$ cat src/rtl/clk_en_bank_pkg.sv
// Shared types and constants for the clock-enable bank.
package clk_en_pkg;

    typedef enum logic [1:0] {
        WAIT_LOCK,
        STABLE,
        RUN
    } state_t;

    localparam int LOCK_SYNC_STAGES = 2;
    localparam int UNLOCK_CNT_W     = 8;

    // Increment that sticks at all-ones instead of wrapping.
    function automatic logic [UNLOCK_CNT_W-1:0] sat_inc(input logic [UNLOCK_CNT_W-1:0] v);
        return (&v) ? v : v + UNLOCK_CNT_W'(1);
    endfunction

endpackage

$ cat src/rtl/clk_en_bank_if.sv
// Configuration request bus: one channel update (ratio, phase) per transfer.
interface clk_en_bank_if #(
    parameter int NCH     = 5,
    parameter int RATIO_W = 10
);
    localparam int CH_W = (NCH > 1) ? $clog2(NCH) : 1;

    logic               cfg_valid;
    logic               cfg_ready;
    logic [CH_W-1:0]    cfg_ch;
    logic [RATIO_W-1:0] cfg_ratio;
    logic [RATIO_W-1:0] cfg_phase;

    modport master (
        output cfg_valid,
        output cfg_ch,
        output cfg_ratio,
        output cfg_phase,
        input  cfg_ready
    );

    modport slave (
        input  cfg_valid,
        input  cfg_ch,
        input  cfg_ratio,
        input  cfg_phase,
        output cfg_ready
    );
endinterface

$ cat src/rtl/clk_en_bank_chan.sv
// One enable channel: period counter, ratio/phase registers and pulse decode.
module clk_en_chan #(
    parameter int RATIO_W   = 10,
    parameter int DEF_RATIO = 50
) (
    input  logic               clk,
    input  logic               rst,
    input  logic               active,
    input  logic               realign,
    input  logic               apply,
    input  logic [RATIO_W-1:0] new_ratio,
    input  logic [RATIO_W-1:0] new_phase,
    output logic               wrap,
    output logic               ce
);

    logic [RATIO_W-1:0] cnt;
    logic [RATIO_W-1:0] ratio;
    logic [RATIO_W-1:0] phase;
    logic [RATIO_W-1:0] phase_eff;

    // Ratios of 0 or 1 wrap every cycle so the channel is a constant enable.
    assign wrap = (ratio <= RATIO_W'(1)) || (cnt >= ratio - RATIO_W'(1));

    // Clamp the phase into the counter range so every ratio still pulses once per period.
    always_comb begin
        phase_eff = phase;
        if (ratio <= RATIO_W'(1)) begin
            phase_eff = '0;
        end else if (phase > ratio - RATIO_W'(1)) begin
            phase_eff = ratio - RATIO_W'(1);
        end
    end

    assign ce = active && (cnt == phase_eff);

    // New settings land only at a period boundary; otherwise count, or sit at 0 when not running.
    always_ff @(posedge clk) begin
        if (rst) begin
            cnt   <= '0;
            ratio <= RATIO_W'(DEF_RATIO);
            phase <= '0;
        end else if (apply) begin
            cnt   <= '0;
            ratio <= new_ratio;
            phase <= new_phase;
        end else if (!active || realign || wrap) begin
            cnt <= '0;
        end else begin
            cnt <= cnt + RATIO_W'(1);
        end
    end

endmodule

$ cat src/rtl/clk_en_bank.sv
// Bank of runtime-programmable clock enables, gated by a debounced PLL lock.
module clk_en_bank
    import clk_en_pkg::*;
#(
    parameter int NCH       = 5,
    parameter int RATIO_W   = 10,
    parameter int DEF_RATIO = 50,
    parameter int LOCK_HOLD = 1024
) (
    input  logic                    clkin1,
    input  logic                    pll_rst,
    input  logic                    pll_lock,
    input  logic                    resync,
    clk_en_bank_if.slave            cfg,
    output logic [NCH-1:0]          ce,
    output logic                    locked,
    output logic [UNLOCK_CNT_W-1:0] unlock_cnt
);

    localparam int CH_W   = (NCH > 1) ? $clog2(NCH) : 1;
    localparam int HOLD_W = $clog2(LOCK_HOLD) + 1;
    localparam logic [CH_W:0] CH_LIM = (CH_W + 1)'(NCH);

    logic [LOCK_SYNC_STAGES-1:0] sync_q;
    logic                        lock_s;
    state_t                      state, next_state;
    logic [HOLD_W-1:0]           hold_cnt, hold_next;

    logic               pend;
    logic [CH_W-1:0]    pend_ch;
    logic [RATIO_W-1:0] pend_ratio;
    logic [RATIO_W-1:0] pend_phase;

    logic               in_run, active, realign;
    logic               ch_ok, target_wrap, done;
    logic [NCH-1:0]     wrap;
    logic [NCH-1:0]     apply;

    // Bring the asynchronous lock indication into the clkin1 domain.
    always_ff @(posedge clkin1) begin
        if (pll_rst) begin
            sync_q <= '0;
        end else begin
            sync_q <= {sync_q[LOCK_SYNC_STAGES-2:0], pll_lock};
        end
    end

    assign lock_s = sync_q[LOCK_SYNC_STAGES-1];

    // Lock qualification state and hold counter registers.
    always_ff @(posedge clkin1) begin
        if (pll_rst) begin
            state    <= WAIT_LOCK;
            hold_cnt <= '0;
        end else begin
            state    <= next_state;
            hold_cnt <= hold_next;
        end
    end

    // The WAIT_LOCK cycle that first sees lock counts as hold cycle 0, so RUN starts LOCK_HOLD cycles later.
    always_comb begin
        next_state = state;
        hold_next  = '0;
        case (state)
            WAIT_LOCK: begin
                if (lock_s) begin
                    next_state = STABLE;
                    hold_next  = HOLD_W'(1);
                end
            end
            STABLE: begin
                if (!lock_s) begin
                    next_state = WAIT_LOCK;
                end else if (hold_cnt == HOLD_W'(LOCK_HOLD - 1)) begin
                    next_state = RUN;
                end else begin
                    hold_next = hold_cnt + HOLD_W'(1);
                end
            end
            RUN: begin
                if (!lock_s) begin
                    next_state = WAIT_LOCK;
                end
            end
            default: next_state = WAIT_LOCK;
        endcase
    end

    assign in_run  = (state == RUN);
    assign active  = in_run && lock_s;
    assign realign = in_run && resync;
    assign locked  = in_run;
    assign ch_ok   = ({1'b0, pend_ch} < CH_LIM);

    // Pick the target channel's wrap flag and steer the apply strobe to it alone.
    always_comb begin
        target_wrap = 1'b0;
        apply       = '0;
        for (int i = 0; i < NCH; i++) begin
            if (pend_ch == CH_W'(i)) begin
                target_wrap = wrap[i];
                apply[i]    = done;
            end
        end
    end

    assign done = pend && (!ch_ok || !active || realign || target_wrap);

    // Single-entry config slot; out-of-range channels retire without touching any channel.
    always_ff @(posedge clkin1) begin
        if (pll_rst) begin
            pend       <= 1'b0;
            pend_ch    <= '0;
            pend_ratio <= '0;
            pend_phase <= '0;
        end else if (!pend && cfg.cfg_valid) begin
            pend       <= 1'b1;
            pend_ch    <= cfg.cfg_ch;
            pend_ratio <= cfg.cfg_ratio;
            pend_phase <= cfg.cfg_phase;
        end else if (done) begin
            pend <= 1'b0;
        end
    end

    assign cfg.cfg_ready = ~pend;

    // Count every lock loss seen while running, sticking at the top value.
    always_ff @(posedge clkin1) begin
        if (pll_rst) begin
            unlock_cnt <= '0;
        end else if (in_run && !lock_s) begin
            unlock_cnt <= sat_inc(unlock_cnt);
        end
    end

    for (genvar g = 0; g < NCH; g++) begin : g_chan
        clk_en_chan #(
            .RATIO_W   (RATIO_W),
            .DEF_RATIO (DEF_RATIO)
        ) u_chan (
            .clk       (clkin1),
            .rst       (pll_rst),
            .active    (active),
            .realign   (realign),
            .apply     (apply[g]),
            .new_ratio (pend_ratio),
            .new_phase (pend_phase),
            .wrap      (wrap[g]),
            .ce        (ce[g])
        );
    end

endmodule

$ cat src/flat_wrapper.sv
// flat-port wrapper written by rule: the top's interface ports become plain ports
module clk_en_bank_flat import clk_en_pkg::*;
#(
    parameter int NCH       = 5,
    parameter int RATIO_W   = 10,
    parameter int DEF_RATIO = 50,
    parameter int LOCK_HOLD = 1024
)
  (clkin1, pll_rst, pll_lock, resync, ce, locked, unlock_cnt, cfg_cfg_valid, cfg_cfg_ch, cfg_cfg_ratio, cfg_cfg_phase, cfg_cfg_ready);
  clk_en_bank_if #(.NCH(NCH), .RATIO_W(RATIO_W)) cfg_i ();
  input  logic clkin1;
  input  logic pll_rst;
  input  logic pll_lock;
  input  logic resync;
  output logic [NCH-1:0] ce;
  output logic locked;
  output logic [UNLOCK_CNT_W-1:0] unlock_cnt;
  input wire logic [$bits(cfg_i.cfg_valid)-1:0] cfg_cfg_valid;
  input wire logic [$bits(cfg_i.cfg_ch)-1:0] cfg_cfg_ch;
  input wire logic [$bits(cfg_i.cfg_ratio)-1:0] cfg_cfg_ratio;
  input wire logic [$bits(cfg_i.cfg_phase)-1:0] cfg_cfg_phase;
  output wire logic [$bits(cfg_i.cfg_ready)-1:0] cfg_cfg_ready;
  assign cfg_i.cfg_valid = cfg_cfg_valid;
  assign cfg_i.cfg_ch = cfg_cfg_ch;
  assign cfg_i.cfg_ratio = cfg_cfg_ratio;
  assign cfg_i.cfg_phase = cfg_cfg_phase;
  assign cfg_cfg_ready = cfg_i.cfg_ready;
  clk_en_bank #(.NCH(NCH), .RATIO_W(RATIO_W), .DEF_RATIO(DEF_RATIO), .LOCK_HOLD(LOCK_HOLD)) u_core (.clkin1(clkin1), .pll_rst(pll_rst), .pll_lock(pll_lock), .resync(resync), .cfg(cfg_i), .ce(ce), .locked(locked), .unlock_cnt(unlock_cnt));
endmodule
$ cat config.mk
export PLATFORM = sky130hd
export DESIGN_NAME = clk_en_bank_flat
export DESIGN_NICKNAME = d
export VERILOG_FILES = /design/src/rtl/clk_en_bank_pkg.sv /design/src/rtl/clk_en_bank_if.sv /design/src/rtl/clk_en_bank_chan.sv /design/src/rtl/clk_en_bank.sv /design/src/flat_wrapper.sv
export SDC_FILE = /design/constraint.sdc
export NUM_CORES = 1
export LEC_CHECK = 0
export ABC_AREA = 1
export CAP_MARGIN = 20
export CELL_PAD_IN_SITES_DETAIL_PLACEMENT = 2
export CELL_PAD_IN_SITES_GLOBAL_PLACEMENT = 2
export CORE_MARGIN = 2
export CORE_UTILIZATION = 36
export DETAILED_ROUTE_END_ITERATION = 12
export DONT_BUFFER_PORTS = 1
export PLACE_DENSITY_LB_ADDON = 0.1
export SETUP_SLACK_MARGIN = 0.2
export SKIP_CTS_REPAIR_TIMING = 1
export SYNTH_ARGS = -nofsm -noshare
export SYNTH_HDL_FRONTEND = slang
export SYNTH_SLANG_ARGS = --single-unit
$ cat constraint.sdc
create_clock -name clkin1 -period 4.5 [get_ports clkin1]
set_clock_uncertainty 0.15 [all_clocks]
set_input_delay 0.225 -clock clkin1 [delete_from_list [all_inputs] [get_ports clkin1]]
set_output_delay 0.225 -clock clkin1 [all_outputs]
set_load 0.01 [all_outputs]
# Yosys cells after proc, flatten, opt, wreduce, memory -nomap -nowiden
# Cells that the tools add are included.
[word_totals]
elab_cells = 138
inputBits = 28
ff_bits = 197
[op_classes]
n_reduce_logical = 39
eq_ne = 15
addsub = 12
bitwise_logic = 2
mux = 31
magnitude_cmp = 16
[ops]
columns = ["op", "n"]
rows = [
  ["10-bit 2-to-1 mux", 10],
  ["10-bit by 1-bit adder with 10-bit output, second input constant", 5],
  ["10-bit == test", 5],
  ["10-bit greater-or-equal comparator", 5],
  ["10-bit greater-than comparator", 5],
  ["10-bit by 1-bit <= comparator with 1-bit output, second input constant", 5],
  ["10-bit by 1-bit subtractor with 10-bit output, second input constant", 5],
  ["11-bit 2-to-1 mux", 2],
  ["11-bit case mux with 2 select lines", 1],
  ["3-bit OR reduction", 5],
  ["1-bit logical OR", 14],
  ["1-bit 2-to-1 mux", 13],
  ["11-bit by 1-bit adder with 11-bit output, second input constant", 1],
  ["11-bit by 10-bit == test with 1-bit output, second input constant", 1],
  ["1-bit logical AND", 10],
  ["8-bit by 1-bit adder with 8-bit output, second input constant", 1],
  ["2-bit 2-to-1 mux", 4],
  ["8-bit AND reduction", 1],
  ["3-bit by 2-bit == test with 1-bit output, second input constant", 2],
  ["2-bit case mux with 3 select lines", 1],
  ["1-bit zero test", 4],
  ["3-bit by 1-bit == test with 1-bit output, second input constant", 1],
  ["3-bit == test, second input constant", 1],
  ["3-bit zero test", 1],
  ["other kinds (11)", 12],
]

# Logic depth before layout (Yosys ltp)
[logic_depth]
word_depth = 12
mapped_depth = 24
ltp_nobuf = 22

# By module
# Synthesis repeated with hierarchy kept, for this count alone.
[hier_totals]
cells_unflattened = 1902
area_unflattened_um2 = 12883.6
[by_module_without_submodules]
columns = ["mod", "cells_each", "instances", "seq_area_each_um2", "area_each_um2"]
rows = [
  ["clk_en_chan (u_core.g_chan[0].u_chan ...)", 324, 4, 600.6, 2163.3],
  ["clk_en_chan (u_core.g_chan[1].u_chan)", 323, 1, 600.6, 2210.9],
  ["clk_en_bank", 283, 1, 940.9, 2019.4],
]

# Least setup slack after synthesis
# OpenSTA, ideal clock, no wires.
[synth_timing]
path_kind = "register to output"
startpoint = "register u_core.g_chan[3].u_chan.ratio[2]"
endpoint = "output port ce[3]"
path_slack_ps = 1234
path_stages_with_launch = 23
t_arrival_ps = 2891
path_cell_list = "dfxtp_1 nor2_1 nand2_1 nor3_1 nand3_1 xor2_1 ha_1 nand2_1 nor2_1 nand4_1 o211ai_2 nand2_1 buf_2 nand2_1 nand3_1 nand2_1 nand2_1 inv_1 nand2_1 nor2_1 nand2_1 nor2_1 buf_4"
[synth_between]
elab_chain_len = 6
elab_cells_between_ends = 7
[synth_rtl]
columns = ["item", "line_no", "rtl"]
rows = [
  ["from (decl)", "clk_en_bank_chan.sv:18", "logic [RATIO_W-1:0] ratio;"],
  ["from (signal assigned)", "clk_en_bank_chan.sv:41", "ratio <= RATIO_W'(DEF_RATIO);"],
  ["from (signal assigned)", "clk_en_bank_chan.sv:45", "ratio <= new_ratio;"],
  ["10-bit by 1-bit subtractor with 10-bit output", "clk_en_bank_chan.sv:30, clk_en_bank_chan.sv:31", ""],
  ["10-bit greater-than comparator", "clk_en_bank_chan.sv:30", "end else if (phase > ratio - RATIO_W'(1)) begin"],
  ["10-bit 2-to-1 mux", "clk_en_bank_chan.sv:30", ""],
  ["10-bit 2-to-1 mux (*)", "clk_en_bank_chan.sv:28", "if (ratio <= RATIO_W'(1)) begin"],
  ["10-bit == test (*)", "clk_en_bank_chan.sv:35", "assign ce = active && (cnt == phase_eff);"],
  ["1-bit logical AND (*)", "clk_en_bank_chan.sv:35", ""],
  ["to (decl)", "flat_wrapper.sv:15", "output logic [NCH-1:0] ce;"],
]
# Mark *: on every way between the ends. The rest lies on a longest branch, timed or not.

# Worst setup path after layout
[layout_timing]
startpoint = "register u_core.g_chan[4].u_chan.ratio[5]"
endpoint = "register u_core.g_chan[0].u_chan.phase[6]"
[layout_between]
elab_chain_len = 7
elab_cells_between_ends = 8
[layout_rtl]
columns = ["item", "line_no", "rtl"]
rows = [
  ["from (decl)", "clk_en_bank_chan.sv:18", ""],
  ["from (signal assigned)", "clk_en_bank_chan.sv:41", ""],
  ["from (signal assigned)", "clk_en_bank_chan.sv:45", ""],
  ["10-bit by 1-bit subtractor with 10-bit output", "clk_en_bank_chan.sv:23", "assign wrap = (ratio <= RATIO_W'(1)) || (cnt >= ratio - RATIO_W'(1));"],
  ["10-bit greater-or-equal comparator", "clk_en_bank_chan.sv:23", ""],
  ["1-bit logical OR (*)", "clk_en_bank_chan.sv:23", ""],
  ["1-bit 2-to-1 mux (*)", "clk_en_bank.sv:101", "if (pend_ch == CH_W'(i)) begin"],
  ["1-bit logical OR (*)", "clk_en_bank.sv:108", "assign done = pend && (!ch_ok || !active || realign || target_wrap);"],
  ["1-bit logical AND (*)", "clk_en_bank.sv:108", ""],
  ["1-bit 2-to-1 mux (*)", "clk_en_bank.sv:101", ""],
  ["to (signal assigned)", "clk_en_bank_chan.sv:46", "phase <= new_phase;"],
  ["to (decl)", "clk_en_bank_chan.sv:19", "logic [RATIO_W-1:0] phase;"],
]
# Marks and branches as above.
# A chain may end at the register's enable or synchronous reset.

==> impl_metrics.env <==
export IMPL_clkPwrFrac_pct=37.3
export IMPL_cpMostUsedCell="nand3_1"
export IMPL_numPortBuffers=0
export IMPL_ys_flop_type="dfxtp_1"
export IMPL_worstPathMaxFanout=20
export IMPL_critical_path_top_delay_family="simple AND/OR/NAND/NOR gates"
export IMPL_yosys_warnings=0
export IMPL_die_h_microns=196
export IMPL_syn_instance_count=2032
export IMPL_netlist_area_sq_um=13300
export IMPL_path_cells="or2_2 -> nor2_4 -> nand3_1 -> xor2_2 -> ha_1 -> a21oi_1 -> o21a_1 -> nand3_1 -> nor2_1 -> nand3_1 -> a21oi_1 -> nand4_4 -> nand3_1 -> buf_4 -> nand2_1 -> inv_1 -> nor2_1"
export IMPL_reg2reg_from="u_core.g_chan[4].u_chan.ratio[5]"
export IMPL_synth_fp_nets=2173
export IMPL_cts_tree="done"
export IMPL_powerDensity_nw_per_um2=287
export IMPL_syn_avg_cell_area_sq_um=6.53
export IMPL_rsz0062_at_grt="yes"
export IMPL_synth_edf_count=0
export IMPL_leakagePower_uw=0.00685
export IMPL_clock_sinks=197
export IMPL_gp_congestion=0.802
export IMPL_dr_first_iter_drc_count=442
export IMPL_timing_fmax_ghz=0.247
export IMPL_critPathKind="reg2reg"
export IMPL_hold_viol_final=0
export IMPL_slew_headroom_pct=33.4
export IMPL_status="finished clean"
export IMPL_seq_power_share_pct=43.2
export IMPL_die_w_microns=196
export IMPL_area_growth_pct=12.9
export IMPL_reg2reg_to="u_core.g_chan[0].u_chan.phase[6]"
export IMPL_crit_path_start_kind="flop"
export IMPL_start_util_pct=36.4
export IMPL_insertedDiodeCount=0
export IMPL_antenna_found_initial=0
export IMPL_async_flop_share_pct=0
export IMPL_core_region_area_sq_um=36400
export IMPL_numCtsBuffers=17
export IMPL_reg2regPathDepth=17
export IMPL_ys_types=41
export IMPL_fin_crit_ns=4.05
export IMPL_cp_arrival_ns=4.26
export IMPL_peakVddDrop_mv=0.264
export IMPL_worst_ep_required_time_ns=4.71
export IMPL_switching_share_pct=33.8
export IMPL_grt_pass1_vias=14200
export IMPL_cts_root_buf="clkbuf_16"
export IMPL_dpl_hpwl_microns=35200
export IMPL_worst_hold_path_num_cells=3
export IMPL_fin_total_pwr_uw=4290
export IMPL_viasPerCell=5.32
export IMPL_reg2reg_slack_ns=0.45
export IMPL_dieArea_sq_um=38400
export IMPL_tightest_slew_ns=0.999
export IMPL_path_buf_inv=2
export IMPL_whs_ns=0.116
export IMPL_setup_viol=0
export IMPL_antenna_left=0
export IMPL_synth_ff_latch_count=197
export IMPL_report_final_slew_viol_count=0
export IMPL_nNetsFinal=2190
export IMPL_gr_total_overflow=0
export IMPL_wirelength_microns=48300
export IMPL_drive_gt1_share_pct=7.61
export IMPL_track_usage_pct=25.0
export IMPL_io_pins=43
export IMPL_clock_latency_ns=0.47
export IMPL_row_count=70
export IMPL_routed_via_count=13500
export IMPL_intPower_uw=2840
export IMPL_combPwrFrac_pct=19.5
export IMPL_drc=0
export IMPL_hp_class="in2reg"
export IMPL_synth_seq_area_share_pct=29.7
export IMPL_whs_endpoint="u_core.pend_phase[7]"
export IMPL_cts_buffer_depth=2
export IMPL_route_detailed_wl_per_inst_microns=19.1
export IMPL_netSwitchingPower_uw=1450
export IMPL_cp_end_kind="flop"
export IMPL_critPathMaxStageDelay_ns=0.37
export IMPL_htree_num_levels=4
export IMPL_grt_pass1_wl_microns=76500
export IMPL_grt_max_degree=78
export IMPL_cts_clk_slew_worst_paths_ns=0.09
export IMPL_slowest_stage="a21oi_1"
export IMPL_first_pass_iters=4
export IMPL_hp_start="cfg_cfg_valid"
export IMPL_cap_violations=0
export IMPL_fin_crit_sh_pct=90.1
## synth_stat cells (8+ instances only)
cell,count,area [sq um]
ha_1,113,1410
nand2_1,468,1760
dfxtp_1,197,3940
o21ai_0,56,280
buf_2,20,100
nor2_1,255,957
a21oi_1,85,425
nand3_1,159,796
clkbuf_1,40,150
nor3_1,25,125
inv_1,319,1200
nor4_1,8,50.1
nand4_1,152,951
buf_6,9,101
xor2_1,54,473
nor3b_1,13,97.6
## per-layer routing
layer,track usage [%],wire [microns],vias up
li1,-,-,6610
met4,6.09,763,0
met5,0,0,-
met2,43.8,24200,139
met1,31.9,22100,6667
met3,4.23,1210,37
## worst max-delay path by stage
stage	start	endpoint	slack, ns	cells past startpoint
after floorplan	u_core.g_chan[3].u_chan.ratio[2]	ce[3]	1.23	22
after global placement	u_core.g_chan[4].u_chan.ratio[0]	u_core.g_chan[0].u_chan.phase[5]	0.53	18
after detailed placement	u_core.g_chan[4].u_chan.ratio[0]	u_core.g_chan[3].u_chan.phase[2]	0.35	18
after CTS	u_core.g_chan[2].u_chan.ratio[0]	ce[2]	-0.07	18
after global routing	u_core.g_chan[2].u_chan.ratio[2]	ce[2]	0.17	21
final	u_core.g_chan[4].u_chan.ratio[5]	u_core.g_chan[0].u_chan.phase[6]	0.45	17
## state kept, by name, summed over array words and instances (netlist names)
register / flops
u_core.unlock_cnt: 8
u_core.pend_ch: 3
u_core.sync_q: 2
u_core.pend: 1
u_core.g_chan.u_chan.ratio: 50
u_core.g_chan.u_chan.phase: 50
u_core.hold_cnt: 11
u_core.state: 2
u_core.g_chan.u_chan.cnt: 50
u_core.pend_ratio: 10
u_core.pend_phase: 10
## tightest hold or removal path: cells and delay by family
| kind | cells | cell delay [ns] |
|---|---|---|
| buffers and inverters | 1 | 0.25 |
| AO/OA/AOI/OAI | 1 | 0.17 |
| AND/OR/NAND/NOR | 1 | 0.04 |
## metrics by stage
stage          util, %  setup TNS (ns)  setup slack (ns)  cells  area, sq um
2_1_floorplan        -               0              1.23   2032        13300
3_3_place_gp      37.8               0             0.531   2463        13800
3_5_place_dp      37.8               0             0.351   2463        13800
4_1_cts           39.4         -0.0663           -0.0663   2495        14400
5_1_grt           41.1               0             0.167   2530        15000
6_report          41.1               0             0.446   2530        15000
## cells by family (layout without fill, tap and decap cells)
| kind of cell | after synthesis | count (layout) | share of synthesized area (%) |
|---|---|---|---|
| AND/OR/NAND/NOR | 1096 | 1098 | 36.5 |
| buffers and inverters | 397 | 425 | 12.1 |
| flip-flops | 197 | 197 | 29.7 |
| AO/OA/AOI/OAI | 168 | 168 | 6.95 |
| adder cells (fa/ha/maj) | 113 | 113 | 10.7 |
| XOR/XNOR | 61 | 61 | 4.03 |
## power groups by stage
stage	registers [uW]	clock network, uW	logic [uW]
global placement	1890	0	743
detailed placement	1890	0	779
global route	1860	1700	957
floorplan	1860	0	550
finish	1850	1600	838
CTS	1850	1630	790
## final cells by class
type / instances / area [sq um]
clock buffers: 20 / 457
flip-flops and latches: 197 / 3960
clock inverters: 12 / 134
multi-input cells: 1440 / 8020
well taps: 468 / 586
repair buffers: 71 / 614
fillers: 4414 / 21500
inverters: 322 / 1210
## cell usage in the layout, fill, tap and decap left out, types with 3 or more instances in the layout
cell           synthesis  final
nor2_1               255    240
o2111ai_1              5      3
dfxtp_2                0      6
dfxtp_1              197    190
nor4_1                 8      8
nor3_2                 0      4
inv_8                  0      3
xor2_2                 0      7
nor2_2                 3     16
buf_4                  5     43
clkbuf_16              0     17
dlygate4sd3_1          0     26
nor3_1                25     19
ha_2                   0      4
nand2_2                4      8
or2_2                  4      4
nand4_1              152    152
ha_1                 113    107
xor2_1                54     47
o21ai_0               56     56
nand2_4                0      3
a21oi_1               85     84
nor3b_1               13     13
clkinv_8               0      3
inv_2                  1      7
inv_6                  0      3
o21bai_1               3      3
o211ai_1               6      6
nand2_1              468    462
xnor2_1                7      7
nand3_2                0      5
nand3_1              159    154
inv_1                319    312
No activity file was read; power rests on OpenSTA's default activity.
